`config.mk`:
```
export PLATFORM = sky130hd
export DESIGN_NAME = ras_ctrl_flat
export DESIGN_NICKNAME = d
export VERILOG_FILES = /design/src/rtl/ras_ctrl_if.sv /design/src/rtl/ras_ctrl.sv /design/src/flat_wrapper.sv
export SDC_FILE = /design/constraint.sdc
export NUM_CORES = 1
export LEC_CHECK = 0
export CAP_MARGIN = 30
export CORE_AREA = 2 2 70 72
export CTS_CLUSTER_DIAMETER = 200
export DETAILED_ROUTE_END_ITERATION = 16
export DIE_AREA = 0 0 72 74
export GPL_TIMING_DRIVEN = 0
export PLACE_DENSITY_LB_ADDON = 0.25
export SLEW_MARGIN = 5
export SYNTH_ARGS = -nofsm -noshare
export SYNTH_HDL_FRONTEND = slang
export SYNTH_SLANG_ARGS = --single-unit
```
`constraint.sdc`:
```
create_clock -name clk -period 3 [get_ports clk]
set_input_delay 0.3 -clock clk [delete_from_list [all_inputs] [get_ports clk]]
set_output_delay 0.3 -clock clk [all_outputs]
set_load 0.01 [all_outputs]
```
`src/rtl/ras_ctrl_if.sv`:
```
// Fetch-side bundle between the fetch pipeline, ras_ctrl and the return address stack.
// master = fetch/stack side, slave = ras_ctrl.
interface ras_ctrl_if #(
    parameter int ADDR_W = 32
);
    logic              fetch_valid;
    logic [ADDR_W-1:0] fetch_pc;
    logic              fetch_is_branch;
    logic              fetch_is_call;
    logic              fetch_is_return;
    logic              fetch_compressed;
    logic              fetch_ready;
    logic              retire_branch;
    logic              fetch_flush;
    logic              early_flush;
    logic              ras_push;
    logic              ras_pop;
    logic [ADDR_W-1:0] ras_new_addr;
    logic              ras_branch_fetched;
    logic              ras_branch_retired;
    logic [ADDR_W-1:0] ras_addr;
    logic [ADDR_W-1:0] ret_target;
    logic              ret_target_valid;

    modport master (
        output fetch_valid,
        output fetch_pc,
        output fetch_is_branch,
        output fetch_is_call,
        output fetch_is_return,
        output fetch_compressed,
        input  fetch_ready,
        output retire_branch,
        output fetch_flush,
        output early_flush,
        input  ras_push,
        input  ras_pop,
        input  ras_new_addr,
        input  ras_branch_fetched,
        input  ras_branch_retired,
        output ras_addr,
        input  ret_target,
        input  ret_target_valid
    );

    modport slave (
        input  fetch_valid,
        input  fetch_pc,
        input  fetch_is_branch,
        input  fetch_is_call,
        input  fetch_is_return,
        input  fetch_compressed,
        output fetch_ready,
        input  retire_branch,
        input  fetch_flush,
        input  early_flush,
        output ras_push,
        output ras_pop,
        output ras_new_addr,
        output ras_branch_fetched,
        output ras_branch_retired,
        input  ras_addr,
        output ret_target,
        output ret_target_valid
    );
endinterface

```
`src/rtl/ras_ctrl.sv`:
```
// Return address stack fetch-side controller: push/pop decode, link address, in-flight branch count.
// Define RAS_COROUTINE_EN to let call+return in one instruction push and pop together.
module ras_ctrl #(
    parameter int MAX_OUTSTANDING = 8,
    parameter int ADDR_W          = 32
) (
    input  logic        clk,
    input  logic        rst_n,
    ras_ctrl_if.slave   bus
);
    localparam int CNT_W = $clog2(MAX_OUTSTANDING) + 1;
    localparam logic [CNT_W-1:0] CNT_MAX = CNT_W'(MAX_OUTSTANDING);
    localparam logic [0:0] ST_RUN  = 1'b0;
    localparam logic [0:0] ST_HOLD = 1'b1;

    logic [0:0]       r_state;
    logic [CNT_W-1:0] r_count;

    logic w_flush;
    logic w_run;
    logic w_full;
    logic w_ready;
    logic w_accept;
    logic w_retired;
    logic w_inc;
    logic w_pop_req;
    logic [ADDR_W-1:0] w_step;

    assign w_flush = bus.fetch_flush | bus.early_flush;
    assign w_run   = (r_state == ST_RUN);
    assign w_full  = (r_count == CNT_MAX);

    // A retirement that is dropped by a flush must not free a slot.
    assign w_retired = bus.retire_branch & (r_count != '0) & ~w_flush;

    // A full counter still admits a branch when a slot frees the same cycle.
    assign w_ready  = w_run & ~w_flush
                    & ~(bus.fetch_is_branch & w_full & ~w_retired);
    assign w_accept = bus.fetch_valid & w_ready;
    assign w_inc    = w_accept & bus.fetch_is_branch;

`ifdef RAS_COROUTINE_EN
    assign w_pop_req = bus.fetch_is_return;
`else
    assign w_pop_req = bus.fetch_is_return & ~bus.fetch_is_call;
`endif

    assign w_step = bus.fetch_compressed ? ADDR_W'(2) : ADDR_W'(4);

    assign bus.fetch_ready        = w_ready;
    assign bus.ras_push           = w_accept & bus.fetch_is_call;
    assign bus.ras_pop            = w_accept & w_pop_req;
    assign bus.ras_branch_fetched = w_inc;
    assign bus.ras_branch_retired = w_retired;
    assign bus.ras_new_addr       = bus.fetch_pc + w_step;
    assign bus.ret_target         = bus.ras_addr;
    assign bus.ret_target_valid   = w_run & bus.fetch_valid
                                  & w_pop_req & ~w_flush;

    always_ff @(posedge clk) begin
        if (!rst_n) begin
            r_state <= ST_RUN;
        end else begin
            unique case (r_state)
                ST_RUN:  r_state <= w_flush ? ST_HOLD : ST_RUN;
                ST_HOLD: r_state <= w_flush ? ST_HOLD : ST_RUN;
                default: r_state <= ST_RUN;
            endcase
        end
    end

    always_ff @(posedge clk) begin
        if (!rst_n) begin
            r_count <= '0;
        end else if (w_flush) begin
            r_count <= '0;
        end else begin
            unique case ({w_inc, w_retired})
                2'b10:   r_count <= r_count + 1'b1;
                2'b01:   r_count <= r_count - 1'b1;
                default: r_count <= r_count;
            endcase
        end
    end
endmodule

```
`src/flat_wrapper.sv`:
```
// flat-port wrapper written by rule: the top's interface ports become plain ports
module ras_ctrl_flat 
#(
    parameter int MAX_OUTSTANDING = 8,
    parameter int ADDR_W          = 32
)
  (clk, rst_n, bus_fetch_valid, bus_fetch_pc, bus_fetch_is_branch, bus_fetch_is_call, bus_fetch_is_return, bus_fetch_compressed, bus_fetch_ready, bus_retire_branch, bus_fetch_flush, bus_early_flush, bus_ras_push, bus_ras_pop, bus_ras_new_addr, bus_ras_branch_fetched, bus_ras_branch_retired, bus_ras_addr, bus_ret_target, bus_ret_target_valid);
  ras_ctrl_if #(.ADDR_W(ADDR_W)) bus_i ();
  input  logic clk;
  input  logic rst_n;
  input wire logic [$bits(bus_i.fetch_valid)-1:0] bus_fetch_valid;
  input wire logic [$bits(bus_i.fetch_pc)-1:0] bus_fetch_pc;
  input wire logic [$bits(bus_i.fetch_is_branch)-1:0] bus_fetch_is_branch;
  input wire logic [$bits(bus_i.fetch_is_call)-1:0] bus_fetch_is_call;
  input wire logic [$bits(bus_i.fetch_is_return)-1:0] bus_fetch_is_return;
  input wire logic [$bits(bus_i.fetch_compressed)-1:0] bus_fetch_compressed;
  output wire logic [$bits(bus_i.fetch_ready)-1:0] bus_fetch_ready;
  input wire logic [$bits(bus_i.retire_branch)-1:0] bus_retire_branch;
  input wire logic [$bits(bus_i.fetch_flush)-1:0] bus_fetch_flush;
  input wire logic [$bits(bus_i.early_flush)-1:0] bus_early_flush;
  output wire logic [$bits(bus_i.ras_push)-1:0] bus_ras_push;
  output wire logic [$bits(bus_i.ras_pop)-1:0] bus_ras_pop;
  output wire logic [$bits(bus_i.ras_new_addr)-1:0] bus_ras_new_addr;
  output wire logic [$bits(bus_i.ras_branch_fetched)-1:0] bus_ras_branch_fetched;
  output wire logic [$bits(bus_i.ras_branch_retired)-1:0] bus_ras_branch_retired;
  input wire logic [$bits(bus_i.ras_addr)-1:0] bus_ras_addr;
  output wire logic [$bits(bus_i.ret_target)-1:0] bus_ret_target;
  output wire logic [$bits(bus_i.ret_target_valid)-1:0] bus_ret_target_valid;
  assign bus_i.fetch_valid = bus_fetch_valid;
  assign bus_i.fetch_pc = bus_fetch_pc;
  assign bus_i.fetch_is_branch = bus_fetch_is_branch;
  assign bus_i.fetch_is_call = bus_fetch_is_call;
  assign bus_i.fetch_is_return = bus_fetch_is_return;
  assign bus_i.fetch_compressed = bus_fetch_compressed;
  assign bus_fetch_ready = bus_i.fetch_ready;
  assign bus_i.retire_branch = bus_retire_branch;
  assign bus_i.fetch_flush = bus_fetch_flush;
  assign bus_i.early_flush = bus_early_flush;
  assign bus_ras_push = bus_i.ras_push;
  assign bus_ras_pop = bus_i.ras_pop;
  assign bus_ras_new_addr = bus_i.ras_new_addr;
  assign bus_ras_branch_fetched = bus_i.ras_branch_fetched;
  assign bus_ras_branch_retired = bus_i.ras_branch_retired;
  assign bus_i.ras_addr = bus_ras_addr;
  assign bus_ret_target = bus_i.ret_target;
  assign bus_ret_target_valid = bus_i.ret_target_valid;
  ras_ctrl #(.MAX_OUTSTANDING(MAX_OUTSTANDING), .ADDR_W(ADDR_W)) u_core (.clk(clk), .rst_n(rst_n), .bus(bus_i));
endmodule
```
==> impl_metrics.yaml, run 1 <==
min_path:
  min_from: "u_core.r_count[3]$_SDFFE_PP0P_"
  hp-class: "reg2reg"
  min_to: "u_core.r_count[3]$_SDFFE_PP0P_"
  min_path_cells: 2
detailed_routing:
  wl_met3_um: 268
  routed_wl_um: 3790
  via_count: 1548
  drc: 0
  wl_met2_um: 1930
  via_per_inst: 4.50
  highest_layer: "met3"
  drtAntennaViolNets: 0
  m1WireLength_um: 1590
  first_pass_iters: 4
  drt_iter0_markers: 33
  avgRoutedWirePerCell_um: 11.0
floorplan:
  initial_core_util: 0.297
  die-width_um: 72
  ios: 144
  row_count: 25
  dieArea_mm2: 0.00533
  die_h_um: 74
  core_area_mm2: 0.00460
synthesis:
  ys_ff_latch: 5
  synth.distinct_cells: 31
  syn_area_per_cell_um2: 7.73
  yosysWarnings: 0
  netlist_area_mm2: 0.00137
  synth_nets: 258
  ys_seq_area_frac: 0.0732
  netlist_instances: 177
timing:
  rsz0062_at_grt: "true"
  worst_pin_slew_ps: 395
  max_freq_mhz: 349
  hold_slack_ps: 514
  finalSetupViolCount: 0
  fin_tns_setup_ps: 0
  clock_skew_ps: 0.530
  layout_min_cycle_time_ps: 2870
  hold_viol: 0
  drv_slew: 0
  slew_headroom: 0.736
  period_share: 0.955
  setup_ws_ps: 134
clock_network:
  clk_latency_ps: 220
  clock-sinks: 5
  htreeDepth: 1
  clkTransAtPathRegs_ps: 30
  cts.hold.buffers_added: 0
  clock_path_buffers: 2
  root_buffer: "clkbuf_8"
  cts_tree: "built"
  numCtsBuffers: 3
layout:
  fin_nets: 372
  area_growth_pct: 90.4
  antennaDiodeCount: 0
  multiInputGateArea_um2: 980
  nFillCells: 464
  drive_gt1_frac: 0.200
  seqCellArea_um2: 100
critical_path:
  r2r_slack_ps: 770
  cp.arrival_ps: 2570
  path_max_fanout: 5
  crit_path_end_kind: "output port"
  reg2reg_depth: 9
  crit_top_cell: "clkdlybuf4s50_1"
  critPathRequiredTime_ps: 2700
  cpMaxStageDelayCell: "clkdlybuf4s50_1"
  slowest_delay_ps: 540
  timing.rr.start: "u_core.r_count[0]$_SDFFE_PP0P_"
  cp_num_cells: 8
  path_delay_family: "buffers and inverters"
  critPathBufInv: 3
  path_cells: "clkdlybuf4s50_1, inv_1, ha_1, a21o_1, nand4_1, nor4_1, xor2_1, clkdlybuf4s50_1"
  crit_type: "in2out"
  r2r-end: "u_core.r_count[3]$_SDFFE_PP0P_"
  worst_setup_path_start_kind: "input port"
power_and_ir_drop:
  peakVddDrop_mv: 0.216
  cellLeakagePower_nw: 1.07
  pwr_density_cell_mw_per_mm2: 181
grt:
  grt_pass1_wl_um: 5730
  overflow: 0
  grt_max_degree: 11
  grtUsageTotal: 0.129
  antenna_found_initial: 0
  grt_pass1_vias: 1351
flow_run:
  maxCapViolCount: 0
status:
  outcome: "finished, final reports clean"
placement:
  dp_hpwl_um: 3320
  port_buffers: 109
  pre_cts_slack_ps: 60.8
  place.gp.congestion: 0.804
cells in the final DEF (no fill, tap or decap), types with 4 or more instances in the layout:
master | Yosys | final
clkdlybuf4s50_1 | 0 | 109
nand4_1 | 7 | 7
and2_1 | 4 | 4
nor3_1 | 9 | 7
xor2_1 | 22 | 22
ha_1 | 5 | 5
dfxtp_1 | 5 | 5
xnor2_1 | 9 | 9
and3_1 | 5 | 5
a21oi_1 | 4 | 4
buf_4 | 34 | 34
inv_1 | 8 | 8
nand2_1 | 11 | 11
nand3_1 | 10 | 10
nor2_1 | 12 | 12
nor4_2 | 3 | 5
state kept, by name, indices dropped and copies added, names as in the netlist:
name / flops
u_core.r_count: 4
u_core.r_state: 1
metrics by stage:
| step | area, um2 | power [W] | utilization | instances |
|---|---|---|---|---|
| CTS | 2570 | 0.000474 | 0.559 | 344 |
| detailed placement | 2530 | 0.000351 | 0.549 | 340 |
| floorplan | 1370 | 0.000180 | - | 177 |
| global route | 2600 | 0.000497 | 0.566 | 344 |
| finish | 2600 | 0.000471 | 0.566 | 344 |
| global placement | 2530 | 0.000349 | 0.549 | 340 |
cell families after synthesis:
logic type | count (synthesis) | share of synthesized area
flip-flops | 5 | 0.0732
buffers and inverters | 47 | 0.234
AND/OR/NAND/NOR | 79 | 0.379
adder cells (fa/ha/maj) | 7 | 0.0750
AO/OA/AOI/OAI | 6 | 0.0256
multiplexers | 2 | 0.0146
XOR/XNOR | 31 | 0.199
layout make-up:
cell class / count / area share
multi-input combinational: 125 / 0.376
sequential: 5 / 0.0384
tap: 54 / 0.0259
timing repair buffer: 109 / 0.419
inverter: 8 / 0.0115
buffer: 39 / 0.111
clock buffer: 4 / 0.0173
Yosys cell counts, drive strengths merged:
library cell   n  area [um2]
a21oi          4        20.0
nor3           9        45.0
a21o           2        15.0
nand2         12        47.6
and4           3        28.8
xnor2          9        78.8
inv            8        30.0
nor3b          1        12.5
nand3         14        97.6
nor2          12        45.0
fa             2        40.0
nor4          10         126
nor2b          1        6.26
clkbuf         2        7.51
buf           37         283
xor2          22         193
ha             5        62.6
and3b          1        8.76
and3           5        31.3
nand4          7        43.8
dfxtp          5         100
and2           4        25.0
mux2i          2        20.0
worst max path at each step:
| stage | start | endpoint |
|---|---|---|
| after floorplan | bus_early_flush | u_core.r_count[3]$_SDFFE_PP0P_ |
| after global placement | bus_fetch_compressed | bus_ras_new_addr[24] |
| after detailed placement | bus_fetch_compressed | bus_ras_new_addr[24] |
| after CTS | bus_fetch_compressed | bus_ras_new_addr[24] |
| after global routing | bus_fetch_compressed | bus_ras_new_addr[28] |
| final | bus_fetch_compressed | bus_ras_new_addr[28] |
worst register-to-register path, delay by kind of cell (launching register included):
kind | cells | cell delay, ps
simple gates | 3 | 570
fa+ha+maj | 2 | 460
mux | 2 | 450
compound gates | 2 | 350
flops | 1 | 330
power breakdown:
part           switching, W  internal (W)  total (W)
combinational      0.000101      0.000180   0.000282
sequential      0.000000303     0.0000679  0.0000682
clock             0.0000303     0.0000910   0.000121
total              0.000132      0.000339   0.000471
routing by layer:
metal | track usage | vias to the layer above
met3 | 0.0136 | 0
met4 | 0.0252 | 0
li1 | - | 803
met1 | 0.163 | 680
met2 | 0.239 | 65
met5 | 0 | -
timing repair:
item | CTS | global route
buffers inserted | 0 | 0
gates resized for setup | 0 | 6
endpoints found under the hold margin | 0 | 0
setup endpoints to repair | 0 | 8
Power figures use the tool's default switching activity.
==> run 2: changes to the inputs <==
--- a/config.mk
+++ b/config.mk
@@ -6,10 +6,10 @@
 export NUM_CORES = 1
 export LEC_CHECK = 0
 export CAP_MARGIN = 30
-export CORE_AREA = 2 2 70 72
+export CORE_AREA = 3 3 71 73
 export CTS_CLUSTER_DIAMETER = 200
 export DETAILED_ROUTE_END_ITERATION = 16
-export DIE_AREA = 0 0 72 74
+export DIE_AREA = 0 0 74 76
 export GPL_TIMING_DRIVEN = 0
 export PLACE_DENSITY_LB_ADDON = 0.25
 export SLEW_MARGIN = 5
==> run 2 against run 1 <==
Net effect: combinational power hardly changed; critical path depth stayed put; critical path type unchanged; first-iteration DRC count is 9.1% higher; worst setup slack worse by 9.8 ps.
==> impl_metrics.yaml, run 2 (synthesis gave the netlist of run 1 again) <==
status:
  outcome: "finished, final reports clean"
timing:
  rsz0062_at_grt: "true"
  clock_skew_ps: 1.14
  setup_ws_ps: 124
  slew_headroom: 0.743
  hold_slack_ps: 494
  hold_viol: 0
  drv_slew: 0
  period_share: 0.959
  finalSetupViolCount: 0
  fin_tns_setup_ps: 0
  max_freq_mhz: 348
  layout_min_cycle_time_ps: 2880
  worst_pin_slew_ps: 386
clock_network:
  numCtsBuffers: 3
  clk_latency_ps: 220
  clock-sinks: 5
  cts.hold.buffers_added: 0
  cts_tree: "built"
  clock_path_buffers: 2
  htreeDepth: 1
  root_buffer: "clkbuf_8"
  clkTransAtPathRegs_ps: 30
  cts_setup_buffers: 0
detailed_routing:
  avgRoutedWirePerCell_um: 12.2
  via_count: 1552
  via_per_inst: 4.54
  drt_iter0_markers: 36
  drtAntennaViolNets: 0
  wl_met2_um: 2100
  wl_met3_um: 503
  highest_layer: "met4"
  m1WireLength_um: 1550
  drc: 0
  routed_wl_um: 4160
  first_pass_iters: 4
grt:
  grt_max_degree: 11
  grtUsageTotal: 0.141
  grt_pass1_vias: 1590
  antenna_found_initial: 0
  grt_pass1_wl_um: 6780
  overflow: 0
floorplan:
  core_area_mm2: 0.00441
  row_count: 24
  initial_core_util: 0.310
  ios: 144
  die_h_um: 76
  dieArea_mm2: 0.00562
  die-width_um: 74
layout:
  fin_nets: 372
  multiInputGateArea_um2: 976
  layout_commonest_cell: "clkdlybuf4s50_1"
  fin_area_mm2: 0.00260
  largest_register_ffs: 4
  regMostFlops: "u_core.r_count"
  largestRegisters: "u_core.r_count x4, u_core.r_state x1"
  area_growth_pct: 89.9
  final_cell_mix: "clkdlybuf4s50_1 (109), buf_4 (34), xor2_1 (22), nor2_1 (12), nand2_1 (11)"
  nFillCells: 430
  drive_gt1_frac: 0.197
  antennaDiodeCount: 0
  final_util: 0.588
  seqCellArea_um2: 100
critical_path:
  path_max_fanout: 5
  critPathRequiredTime_ps: 2700
  worst_setup_path_start_kind: "input port"
  r2r_slack_ps: 730
  cp.arrival_ps: 2580
  timing.rr.start: "u_core.r_count[0]$_SDFFE_PP0P_"
  slowest_delay_ps: 570
  r2r-end: "u_core.r_count[3]$_SDFFE_PP0P_"
  cpMaxStageDelayCell: "clkdlybuf4s50_1"
  crit_type: "in2out"
  reg2reg_depth: 9
  path_cells: "clkdlybuf4s50_1, inv_1, ha_1, a21o_1, nand4_1, nor4_1, xor2_1, clkdlybuf4s50_1"
  crit_top_cell: "clkdlybuf4s50_1"
  crit_path_end_kind: "output port"
power_and_ir_drop:
  cellLeakagePower_nw: 1.07
  intPower_w: 0.000340
  pwr_density_cell_mw_per_mm2: 183
  power_frac_seq: 0.144
  switchingPower_w: 0.000136
  p_clk_frac: 0.260
  swShare: 0.286
  peakVddDrop_mv: 0.201
  combPwrFrac: 0.596
min_path:
  hp-class: "reg2reg"
  min_path_cells: 2
  min_from: "u_core.r_count[3]$_SDFFE_PP0P_"
  min_to: "u_core.r_count[3]$_SDFFE_PP0P_"
placement:
  place.gp.congestion: 0.753
  port_buffers: 109
  placed_cell_area_mm2: 0.00252
  dp_hpwl_um: 3650
  pre_cts_slack_ps: 53.3
flow_run:
  maxCapViolCount: 0
[run 2: cell count changes in the layout (fill, tap and decap cells not counted)]
cell / previous run / this run
nor3_1: 7 / 9
nor3_2: 2 / 0
nor4_1: 2 / 1
nor4_2: 5 / 6
[run 2: critical path: cells and delay by family]
family	cells	cell delay, ps
XOR/XNOR	1	180
buffers and inverters	3	1130
AO/OA/AOI/OAI	1	240
AND/OR/NAND/NOR	2	460
adder cells (fa/ha/maj)	1	280
[run 2: worst max-delay path by stage]
stage | startpoint | end | slack, ps | cells after the start
2_1_floorplan | bus_early_flush | u_core.r_count[3]$_SDFFE_PP0P_ | 850 | 9
3_3_place_gp | bus_fetch_compressed | bus_ras_new_addr[29] | 80 | 8
3_5_place_dp | bus_fetch_compressed | bus_ras_new_addr[24] | 50 | 8
4_1_cts | bus_fetch_compressed | bus_ras_new_addr[24] | 50 | 8
5_1_grt | bus_fetch_compressed | bus_ras_new_addr[29] | -10 | 8
6_report | bus_fetch_compressed | bus_ras_new_addr[28] | 120 | 8
[run 2: timing repair]
item | CTS | global route
hold endpoints to repair | 0 | 0
endpoints found under the setup margin | 0 | 9
resized for setup | 0 | 5
[run 2: per-stage QoR]
stage	instances	power [W]
floorplan	177	0.000180
global placement	338	0.000350
detailed placement	338	0.000353
CTS	342	0.000480
global route	342	0.000504
finish	342	0.000476
[run 2: final cells by class]
class | instances | share of cell area
plain buffers | 39 | 0.112
repair buffers | 109 | 0.420
inverters | 8 | 0.0116
multi-input cells | 125 | 0.376
well taps | 52 | 0.0250
clock buffers | 4 | 0.0173
flip-flops and latches | 5 | 0.0385
[run 2: metal layers]
layer	vias up	GRT usage
met5	-	0
met4	0	0.0163
met3	2	0.0290
met2	81	0.264
met1	671	0.164
li1	798	-
[run 2: power by group through the flow]
stage | Combinational [W] | Clock (W) | Sequential, W
3_3_place_gp | 0.000281 | 0 | 0.0000692
6_report | 0.000284 | 0.000124 | 0.0000683
2_1_floorplan | 0.000111 | 0 | 0.0000691
4_1_cts | 0.000285 | 0.000127 | 0.0000682
3_5_place_dp | 0.000284 | 0 | 0.0000691
5_1_grt | 0.000304 | 0.000131 | 0.0000682
